<file path="config.mk">
export PLATFORM = sky130hd
export DESIGN_NAME = master_bus_arbiter
export DESIGN_NICKNAME = d
export VERILOG_FILES = /design/src/rtl/master_bus_arbiter.sv
export SDC_FILE = /design/constraint.sdc
export NUM_CORES = 1
export LEC_CHECK = 0
export CAP_MARGIN = 20
export CORE_AREA = 3 3 40 42
export DETAILED_ROUTE_END_ITERATION = 16
export DIE_AREA = 0 0 43 45
export PLACE_DENSITY_LB_ADDON = 0.15
export SYNTH_ARGS = -nofsm -noshare
export SYNTH_HDL_FRONTEND = slang
export SYNTH_SLANG_ARGS = --single-unit
</file>
<file path="constraint.sdc">
create_clock -name clk -period 1.9 [get_ports clk]
set_input_delay 0.475 -clock clk [delete_from_list [all_inputs] [get_ports clk]]
set_output_delay 0.475 -clock clk [all_outputs]
set_load 0.005 [all_outputs]
</file>
<file path="src/rtl/master_bus_arbiter.sv">
// ---------------------------------------------------------------------------
// master_bus_arbiter
//   Sequential two-master arbiter for the shared 30-bit word-addressed memory
//   bus. Master A is instruction fetch and master B is load/store. One master
//   is granted per transaction. The grant is held until the slave signals
//   completion or the timeout expires. Each master gets its own 1-cycle
//   ack or error pulse.
//
//   Optional feature macro: ARB_ROUND_ROBIN_EN
//     defined   - round-robin between A and B when both request in IDLE
//                 (lastA register, reset 0, so A is granted first)
//     undefined - fixed priority, A always wins when reqA=1
//
// Parameters
//   TIMEOUT_CYCLES  grant cycles before abort; 0 disables the timeout
//
// Ports
//   clk       in   system clock, rising edge
//   rst       in   synchronous active-high reset
//   reqA      in   master A request, held until ackA/errA
//   reqB      in   master B request, held until ackB/errB
//   ackA      out  1-cycle pulse, A transaction completed
//   ackB      out  1-cycle pulse, B transaction completed
//   errA      out  1-cycle pulse, A transaction timed out
//   errB      out  1-cycle pulse, B transaction timed out
//   useA      out  bus mux select, 1 = master A owns the bus (reset 1)
//   busValid  out  transaction strobe, high for the whole grant
//   busDone   in   slave completion pulse for the current transaction
//
// Handshake: a master raises req and keeps it high. The grant state is
// entered on the next edge, and busValid/useA are registered from that edge.
// The transaction ends in the cycle where busDone=1 (ack) or where the
// timeout expires (err). The ack/err pulse is combinational in that same
// cycle. The next cycle is always IDLE.
// ---------------------------------------------------------------------------
module master_bus_arbiter #(
  parameter int TIMEOUT_CYCLES = 16
) (
  input  logic clk,
  input  logic rst,
  input  logic reqA,
  input  logic reqB,
  output logic ackA,
  output logic ackB,
  output logic errA,
  output logic errB,
  output logic useA,
  output logic busValid,
  input  logic busDone
);

  typedef enum logic [1:0] {
    IDLE    = 2'd0,
    GRANT_A = 2'd1,
    GRANT_B = 2'd2
  } state_t;

  // The counter needs at least one bit, even when the timeout is disabled.
  localparam int CNT_W = (TIMEOUT_CYCLES > 0) ? $clog2(TIMEOUT_CYCLES + 1) : 1;
  localparam bit TO_EN = (TIMEOUT_CYCLES > 0);
  localparam logic [CNT_W-1:0] EXP_VAL =
    CNT_W'((TIMEOUT_CYCLES > 0) ? (TIMEOUT_CYCLES - 1) : 0);

  state_t           state;
  logic [CNT_W-1:0] cnt;
  logic             expire;
  logic             pickA;

`ifdef ARB_ROUND_ROBIN_EN
  logic lastA;

  // On contention, grant the master not served last.
  always_comb begin
    pickA = reqA && (!reqB || !lastA);
  end
`else
  always_comb begin
    pickA = reqA;
  end
`endif

  // Expiry is flagged in the grant cycle whose count is TIMEOUT_CYCLES-1.
  // With the count cleared on entry, that is grant cycle TIMEOUT_CYCLES.
  always_comb begin
    expire = TO_EN && (cnt == EXP_VAL);
  end

  // Pulses are decoded from the state. When busDone and expiry coincide,
  // busDone wins. All pulses are masked in the reset cycle.
  always_comb begin
    ackA = !rst && (state == GRANT_A) && busDone;
    ackB = !rst && (state == GRANT_B) && busDone;
    errA = !rst && (state == GRANT_A) && !busDone && expire;
    errB = !rst && (state == GRANT_B) && !busDone && expire;
  end

  always_ff @(posedge clk) begin
    if (rst) begin
      state    <= IDLE;
      busValid <= 1'b0;
      useA     <= 1'b1;
      cnt      <= '0;
`ifdef ARB_ROUND_ROBIN_EN
      lastA    <= 1'b0;
`endif
    end else begin
      case (state)
        IDLE: begin
          // useA keeps its last value here so the mux path stays stable.
          if (reqA || reqB) begin
            state    <= pickA ? GRANT_A : GRANT_B;
            useA     <= pickA;
            busValid <= 1'b1;
            cnt      <= '0;
`ifdef ARB_ROUND_ROBIN_EN
            lastA    <= pickA;
`endif
          end
        end
        GRANT_A, GRANT_B: begin
          // Request drops during a grant are ignored. Only done or expiry
          // ends the transaction.
          if (busDone || expire) begin
            state    <= IDLE;
            busValid <= 1'b0;
            cnt      <= '0;
          end else begin
            cnt <= cnt + CNT_W'(1);
          end
        end
        default: begin
          state    <= IDLE;
          busValid <= 1'b0;
          cnt      <= '0;
        end
      endcase
    end
  end

endmodule

</file>
After elaboration in Yosys (flattened, before gate mapping)
Index checks and enable logic that the tools add are counted.
{"block": "classes", "eq_ne": 5, "reduce_logical": 16, "muxes": 10, "add_sub_neg": 1}
{"operator": "5-bit 2-to-1 mux", "count": 2}
{"operator": "5-bit one-hot mux with 2 select lines", "count": 1}
{"operator": "1-bit logical AND", "count": 8}
{"operator": "2-bit 2-to-1 mux", "count": 3}
{"operator": "5-bit by 1-bit adder with 5-bit output, second input constant", "count": 1}
{"operator": "5-bit by 4-bit == test with 1-bit output, second input constant", "count": 1}
{"operator": "2-bit inequality test, second input constant", "count": 2}
{"operator": "2-bit one-hot mux with 2 select lines", "count": 1}
{"operator": "2-bit AND reduction", "count": 2}
{"operator": "2-bit by 1-bit == test with 1-bit output, second input constant", "count": 1}
{"operator": "2-bit == test, second input constant", "count": 1}
{"operator": "1-bit logical NOT", "count": 2}
{"operator": "2-bit logical NOT", "count": 1}
{"operator": "1-bit logical OR", "count": 2}
{"operator": "1-bit 2-to-1 mux", "count": 2}
{"operator": "1-bit one-hot mux with 2 select lines", "count": 1}
{"operator": "2-bit OR reduction", "count": 1}
{"block": "word_totals", "in_bits": 5, "ff_bits": 9}

Longest topological paths before layout
Gate-level depths: netlist (run 1).
{"block": "depth", "ltp_word": 4, "depth_mapped": 7}

Least setup slack after synthesis (run 1)
OpenSTA, ideal clock, no wires.
{"block": "synth_timing", "kind": "register to register", "start": "reg cnt[0]", "end": "reg cnt[3]", "arrival_time_ns": 1.979, "stages_incl_launch_ff": 8, "required_time_ns": 1.830, "slack_ns": -0.149, "setup_time_ns": 0.070, "path_buffers": 1, "synth_period_minus_slack_ns": 2.049, "path_cell_list": "dfxtp_1 ha_1 and3_1 ha_1 or3b_1 buf_2 or4_1 a21oi_1"}
{"block": "synth_via", "elab_chain_len": 4, "elab_cells_between_ends": 5, "classes_between": "1 x add/sub; 1 x eq/ne; 2 x mux; 1 x reduce/logical"}
{"item": "from (decl)", "line_no": "65", "source": "logic [CNT_W-1:0] cnt;"}
{"item": "from (signal assigned)", "line_no": "128", "source": "cnt <= cnt + CNT_W'(1);"}
{"item": "parallel branches: the longest is 2 deep, another holds 5-bit by 1-bit adder with 5-bit output"}
{"item": "5-bit 2-to-1 mux (*)", "line_no": "123", "source": "if (busDone || expire) begin"}
{"item": "5-bit one-hot mux with 2 select lines (*)", "line_no": "107", "source": "case (state)"}
Every way passes the cells marked *.
A chain may end at the register's enable or synchronous reset.

Worst setup path after layout (run 1)
{"block": "layout_timing", "start": "reg cnt[1]", "end": "reg cnt[3]"}
The elaborated chain is that of the path after synthesis.

==> results of run 1 <==
cells in the final DEF (no fill, tap or decap), drive strengths merged, types with 2 or more instances in the layout:
cell type      synthesis  routed
a21oi                  8       8
and3                   3       3
and4bb                 3       3
buf                    1      19
clkbuf                 2       3
clkdlybuf4s50          0       4
dfxtp                  9       9
dlygate4sd2            0       4
ha                     5       5
inv                    6       6
nand2                  4       4
nand3                  2       2
nor3b                  3       3
o21ai                  3       3
or3                    2       2
layout make-up:
class / count / area (um^2)
fill: 117 / 466.7
clock buffer: 3 / 22.52
clock inverter: 1 / 5.005
inverter: 6 / 22.52
sequential: 9 / 185.2
tap: 15 / 18.77
timing repair buffer: 27 / 216.5
multi-input combinational: 42 / 347.8
metrics by stage:
stage | cells | total power [uW] | util
after detailed placement | 96 | 323.2 | 0.5833
after global routing | 103 | 508.9 | 0.6368
after CTS | 102 | 481.3 | 0.6222
after floorplan | 60 | 267.4 | -
final | 103 | 478.0 | 0.6368
after global placement | 96 | 321.2 | 0.5833
synthesized netlist by cell type:
cell type	count
buf_2	1
or3b_1	1
a32o_1	1
or4_1	1
a221o_1	1
ha_1	5
and3_1	3
dfxtp_1	9
nor3b_1	3
o21ai_0	3
nand2_1	4
o21bai_1	1
nand3_1	2
or3_1	2
nor3_1	1
and4bb_2	3
nand3b_1	1
a21oi_1	8
a22oi_1	1
nor2_1	1
inv_1	6
clkbuf_1	2
flip-flops by register name, indices dropped and copies added, names as in the netlist:
signal / count
busValid: 1
cnt: 5
useA: 1
state: 2
cells by family after synthesis:
kind of cell / Yosys count / synth area share
and+or+nand+nor: 22 / 0.2881
adders and majority gates: 5 / 0.1211
buffers and inverters: 9 / 0.06779
DFF: 9 / 0.3487
AOI/OAI and AO/OA: 15 / 0.1743
layer usage:
layer	up-vias	routed length, um	part of all wire
met4	0	20	0.015
li1	273	-	-
met2	17	606	0.46
met1	242	617	0.46
met5	-	0	0
met3	4	82	0.062
where the power goes:
part / leakage (uW) / total, uW / internal (uW) / switching [uW]
registers: 0.0000752 / 208 / 201 / 7.47
logic: 0.000266 / 117 / 65.1 / 52.4
clock network: 0.0000177 / 152 / 77.9 / 74.4
total: 0.000359 / 478 / 344 / 134
worst max-delay path, delay by kind of cell, from the launching register on:
kind | cells | cell delay, ns
fa+ha+maj | 2 | 0.32
buf+inv | 1 | 0.11
compound gates | 1 | 0.13
flops | 1 | 0.34
simple gates | 3 | 0.96
final timing paths:
check	end	depth (start not counted)	slack [ns]
worst min register to register	busValid$_SDFFE_PP0P_	2	0.46
worst min-delay path	busValid$_SDFFE_PP0P_	2	0.46
worst max register to register	cnt[3]$_SDFFE_PP0P_	7	-0.02
worst max-delay path	cnt[3]$_SDFFE_PP0P_	7	-0.02
timing repair:
item                                    4_1_cts  5_1_grt
pin swaps                                     1        1
resized for setup                            20        3
setup buffers                                 2        1
endpoints found under the setup margin        8        4
==> metrics.txt, run 1 <==
critical path fanouts, max=4; layout cells sized above 1=0.4432; Seq cells post-synth=9; # diodes=0; Slowest cell on crit path=or4_4; Clock Latency Late Sink=0.27 ns; GRT Util Overall=0.1628; Pleak=0.0003587 uW; Hold Fails Final Rpt=0; die area=slightly below 2000 um^2; RSZ-0062 raised after global routing=true; global-route wire length before repair=2311 um; VDD IR max=between 0.4 and 0.5 mV; Seq/Total Area, Yosys=0.3487; initial antenna violation count=0; hold_sp=busValid$_SDFFE_PP0P_; mapped cell area=between 500 and 600 um^2; RR Startpoint=cnt[1]$_SDFFE_PP0P_; critical path class=flop to flop; total routed wirelength=1327 um; Power per Cell Area=between 500 and 600 nW/um^2; RePlAce Congestion=approximately 0.75; Post-Route Setup TNS=-0.01590 ns; drt initial violations=10; crit-path cells=ha_4 > and3_4 > ha_4 > buf_6 > or3b_4 > or4_4 > a21oi_2; num ports=11; Worst-Margin Slew=between 0.2 and 0.3 ns; GRT overflow=0; Yosys top cell area share=0.3487; met3 Resource Use GR=0.03984; Critical Path Sink Type=flop; synth unique cells=22; Hold WC Path Type=flop to flop; failing checks=negative setup slack; syn nets=70; crit-path most repeated cell=ha_4; Max Cap Viol=0; Vias/cell=about 5.2; status=complete, but fails checks; global route hottest layer=met2; antenna viol nets, final=0; Max Clk Rate=around 0.52 GHz; largest net degree at the start of global routing=9; post-synth top area cell=dfxtp_1; Die W=~43 um; drt pass-1 iters=4; wire length per cell=between 10 and 15 um; clock buffer depth=2; PortBufs=10; root buf cell=clkbuf_4; fin nets=between 90 and 100; FP Rows=13; Fin Clk Skew=about 0.0051 ns; Slew HR=0.8315; placed inst area=749.5 um^2; Worst-path clk slew=about 0.070 ns; Setup crit start=cnt[1]$_SDFFE_PP0P_; Max Slew Vio Count=0; crit path DAT=around 2.1 ns; DR DRC count=0; Synth Instances=60; Final WS setup=-0.01590 ns; count of final setup violators=1; hold_buf cts=0; Starting Density=0.4021; htree depth=1; top cells by area, synth=dfxtp_1, ha_1, a21oi_1; CP Launch Type=flop; fin area=about 800 um^2; met2 Usage GRT=0.2575; setup slack at placement=-0.3072 ns; P&R area growth vs syn=58.35%; vias in the first global route=507; hpwl dp=roughly 940 um; Vias=between 500 and 600; mean area per synthesized cell=roughly 8.6 um^2; minimum clock period=around 1.9 ns; CTS tree=built; CP peak stage delay=between 0.4 and 0.5 ns; Hold Slack=between 0.4 and 0.5 ns; die height=between 40 and 50 um; CP required=~2.1 ns; Inserted Clock Buffers=3; Final Cycle Share=1.008; Placeable Area=between 1000 and 1500 um^2; met1 Track Usage GR=0.2039; yosys warns=0; CTS Sinks=9
No activity file was read; power rests on OpenSTA's default activity.
==> inputs of run 2 (changes only) <==
Settings changed: ABC_AREA set to 1, CORE_AREA 3 3 40 42 to 2 2 39 41, DIE_AREA 0 0 43 45 to 0 0 41 43.
==> run 2 against run 1 <==
The run now ends clean; cell area is 7.2% lower; global-route usage hardly changed; clock power is essentially flat; combinational power increased by 10%; largest power group unchanged.
==> metrics.txt, run 2 <==
status=complete, no violations; Placeable Area=~1400 um^2; Post-synth top cells=nand2_1, inv_1, dfxtp_1, nor2_1, ha_1; Yosys top cell area share=0.3357; layout cells sized above 1=0.3333; total routed wirelength=roughly 1100 um; Async SR Flop Fraction=0; yosys warns=0; die area=1763 um^2; critical path class=flop to primary output; RSZ-0062 raised after global routing=true; leading registers by flop count=cnt: 5 flops, state: 2 flops; Setup Buffers After CTS=0; Fin Clk Skew=about 0.0031 ns; fin nets=approximately 100; RePlAce Congestion=0.7779; CP required=approximately 1.4 ns; mean area per synthesized cell=7.455 um^2; largest net degree at the start of global routing=10; Seq. cell area=approximately 180 um^2; Vias=between 500 and 600; Vias/cell=approximately 4.7; commonest non-fill, non-tap cells in the layout=nand2_1, inv_1, nor2_1; hpwl dp=approximately 870 um; Util after Layout=0.5488; WP buf/inv=2; count of final setup violators=0; Hold Fails Final Rpt=0; mapped cell area=536.8 um^2; CTS tree=built; root buf cell=clkbuf_4; Pleak=0.0003509 uW; DR DRC count=0; drt initial violations=3; global-route wire length before repair=between 1500 and 2000 um; Die W=~41 um; main combinational cell family by area after synthesis=simple AND/OR/NAND/NOR gates; Worst-path clk slew=0.06 ns; post-synthesis compound-gate area fraction=0.08392; # diodes=0; Multi-input gate area=~340 um^2; EDFF count, synth=0; CP peak stage delay=approximately 0.35 ns; Post-Route Setup TNS=0 ns; clock buffer depth=2; worst reg-to-reg setup slack=0.43 ns; hold path depth=2; Power per Cell Area=647.2 nW/um^2; hold_buf cts=0; crit-path cells=ha_4 > nand2_2 > nor2_2 > ha_2 > inv_2 > nor4_2 > buf_2; crit path DAT=between 1 and 1.5 ns; htree depth=1; Synth Instances=slightly above 70; Pwr Total=between 400 and 500 uW; top cells by area, synth=dfxtp_1, ha_1, nand2_1; worst reg2reg path depth=10; Seq/Total Area, Yosys=0.3357; Hold WC Path Type=flop to flop; Starting Density=0.3879; commonest non-fill, non-tap cell in the layout=nand2_1; wire length per cell=between 9 and 10 um; minimum clock period=roughly 1.9 ns; Critical Path Sink Type=primary output; Max Slew Vio Count=0; die height=around 43 um; initial antenna violation count=0; FP Rows=14; Worst-Margin Slew=between 0.15 and 0.2 ns; critical path fanouts, max=3; cell family with most CP delay=flip-flops; synth unique cells=17; mux contribution to synthesized area=0; post-synth top area cell=dfxtp_1; Reg with most FFs=cnt; Synth Area in Adders=0.1166; vias in the first global route=approximately 490; GRT Util Overall=0.1623; CTS Sinks=9; Seq cells post-synth=9; Filler cells=approximately 150; drt pass-1 iters=4; count leader, synth=nand2_1; post-synthesis xor/xnor area fraction=0.01632; Max Cap Viol=0; CP Launch Type=flop; top_reg_cell synth=dfxtp_1; VDD IR max=0.3712 mV; max reg flops=5; P&R area growth vs syn=41.49%; Final Cycle Share=0.9844; Slowest cell on crit path=dfxtp_2; Clock Latency Late Sink=between 0.2 and 0.3 ns; Slew HR=0.8736; num ports=11; antenna viol nets, final=0; CP Depth=7; GRT overflow=0; Max Clk Rate=approximately 0.53 GHz; PortBufs=10; Inserted Clock Buffers=3; Synth Area in Simple Gates=0.3566; syn nets=82
[run 2: layer usage]
layer,vias to the layer above,share of wire,global-route usage
met4,0,0.028,0.1000
met3,4,0.047,0.03141
met2,10,0.50,0.2594
li1,269,-,-
met1,232,0.43,0.1857
met5,-,0,0
[run 2: logic make-up after synthesis]
family,after synthesis
flip-flops,9
XOR/XNOR,1
AND/OR/NAND/NOR,37
AO/OA/AOI/OAI,7
adder cells (fa/ha/maj),5
buffers and inverters,13
[run 2: worst min-delay path, cell delays in order (launching register included)]
cell and delay (ns):
dfxtp_1 0.31, nand2_1 0.06, a21oi_1 0.06
[run 2: area by class of cell]
cell class	count	area share
inverter	13	0.06425
sequential	9	0.2405
timing repair buffer	17	0.1812
multi-input combinational	50	0.4530
tap	16	0.02636
clock buffer	4	0.03460
[run 2: worst paths after layout]
path	end	from
setup / recovery	errA	cnt[0]$_SDFFE_PP0P_
hold / removal	cnt[4]$_SDFFE_PP0P_	cnt[4]$_SDFFE_PP0P_
setup reg to reg	cnt[0]$_SDFFE_PP0P_	cnt[0]$_SDFFE_PP0P_
hold reg to reg	cnt[4]$_SDFFE_PP0P_	cnt[4]$_SDFFE_PP0P_
[run 2: where the power goes]
group | switching (uW) | internal [uW] | total, uW
sequential | 8.50 | 203 | 212
clock | 70.0 | 81.1 | 151
combinational | 70.8 | 57.9 | 129
[run 2: what timing repair did]
action,4_1_cts,5_1_grt
resized for setup,19,5
setup endpoints to repair,4,3
pin swaps,5,5
gates cloned,0,0
[run 2: through the flow]
| stage | hold WS (ns) | std cells | setup WS (ns) | area, um^2 |
|---|---|---|---|---|
| 2_1_floorplan | 0.4373 | 72 | 0.3248 | 536.8 |
| 3_3_place_gp | 0.4527 | 105 | -0.3833 | 709.4 |
| 3_5_place_dp | 0.4556 | 105 | -0.3575 | 709.4 |
| 4_1_cts | 0.4645 | 109 | -0.1098 | 738.2 |
| 5_1_grt | 0.4884 | 109 | -0.05726 | 759.5 |
| 6_report | 0.4618 | 109 | 0.02956 | 759.5 |
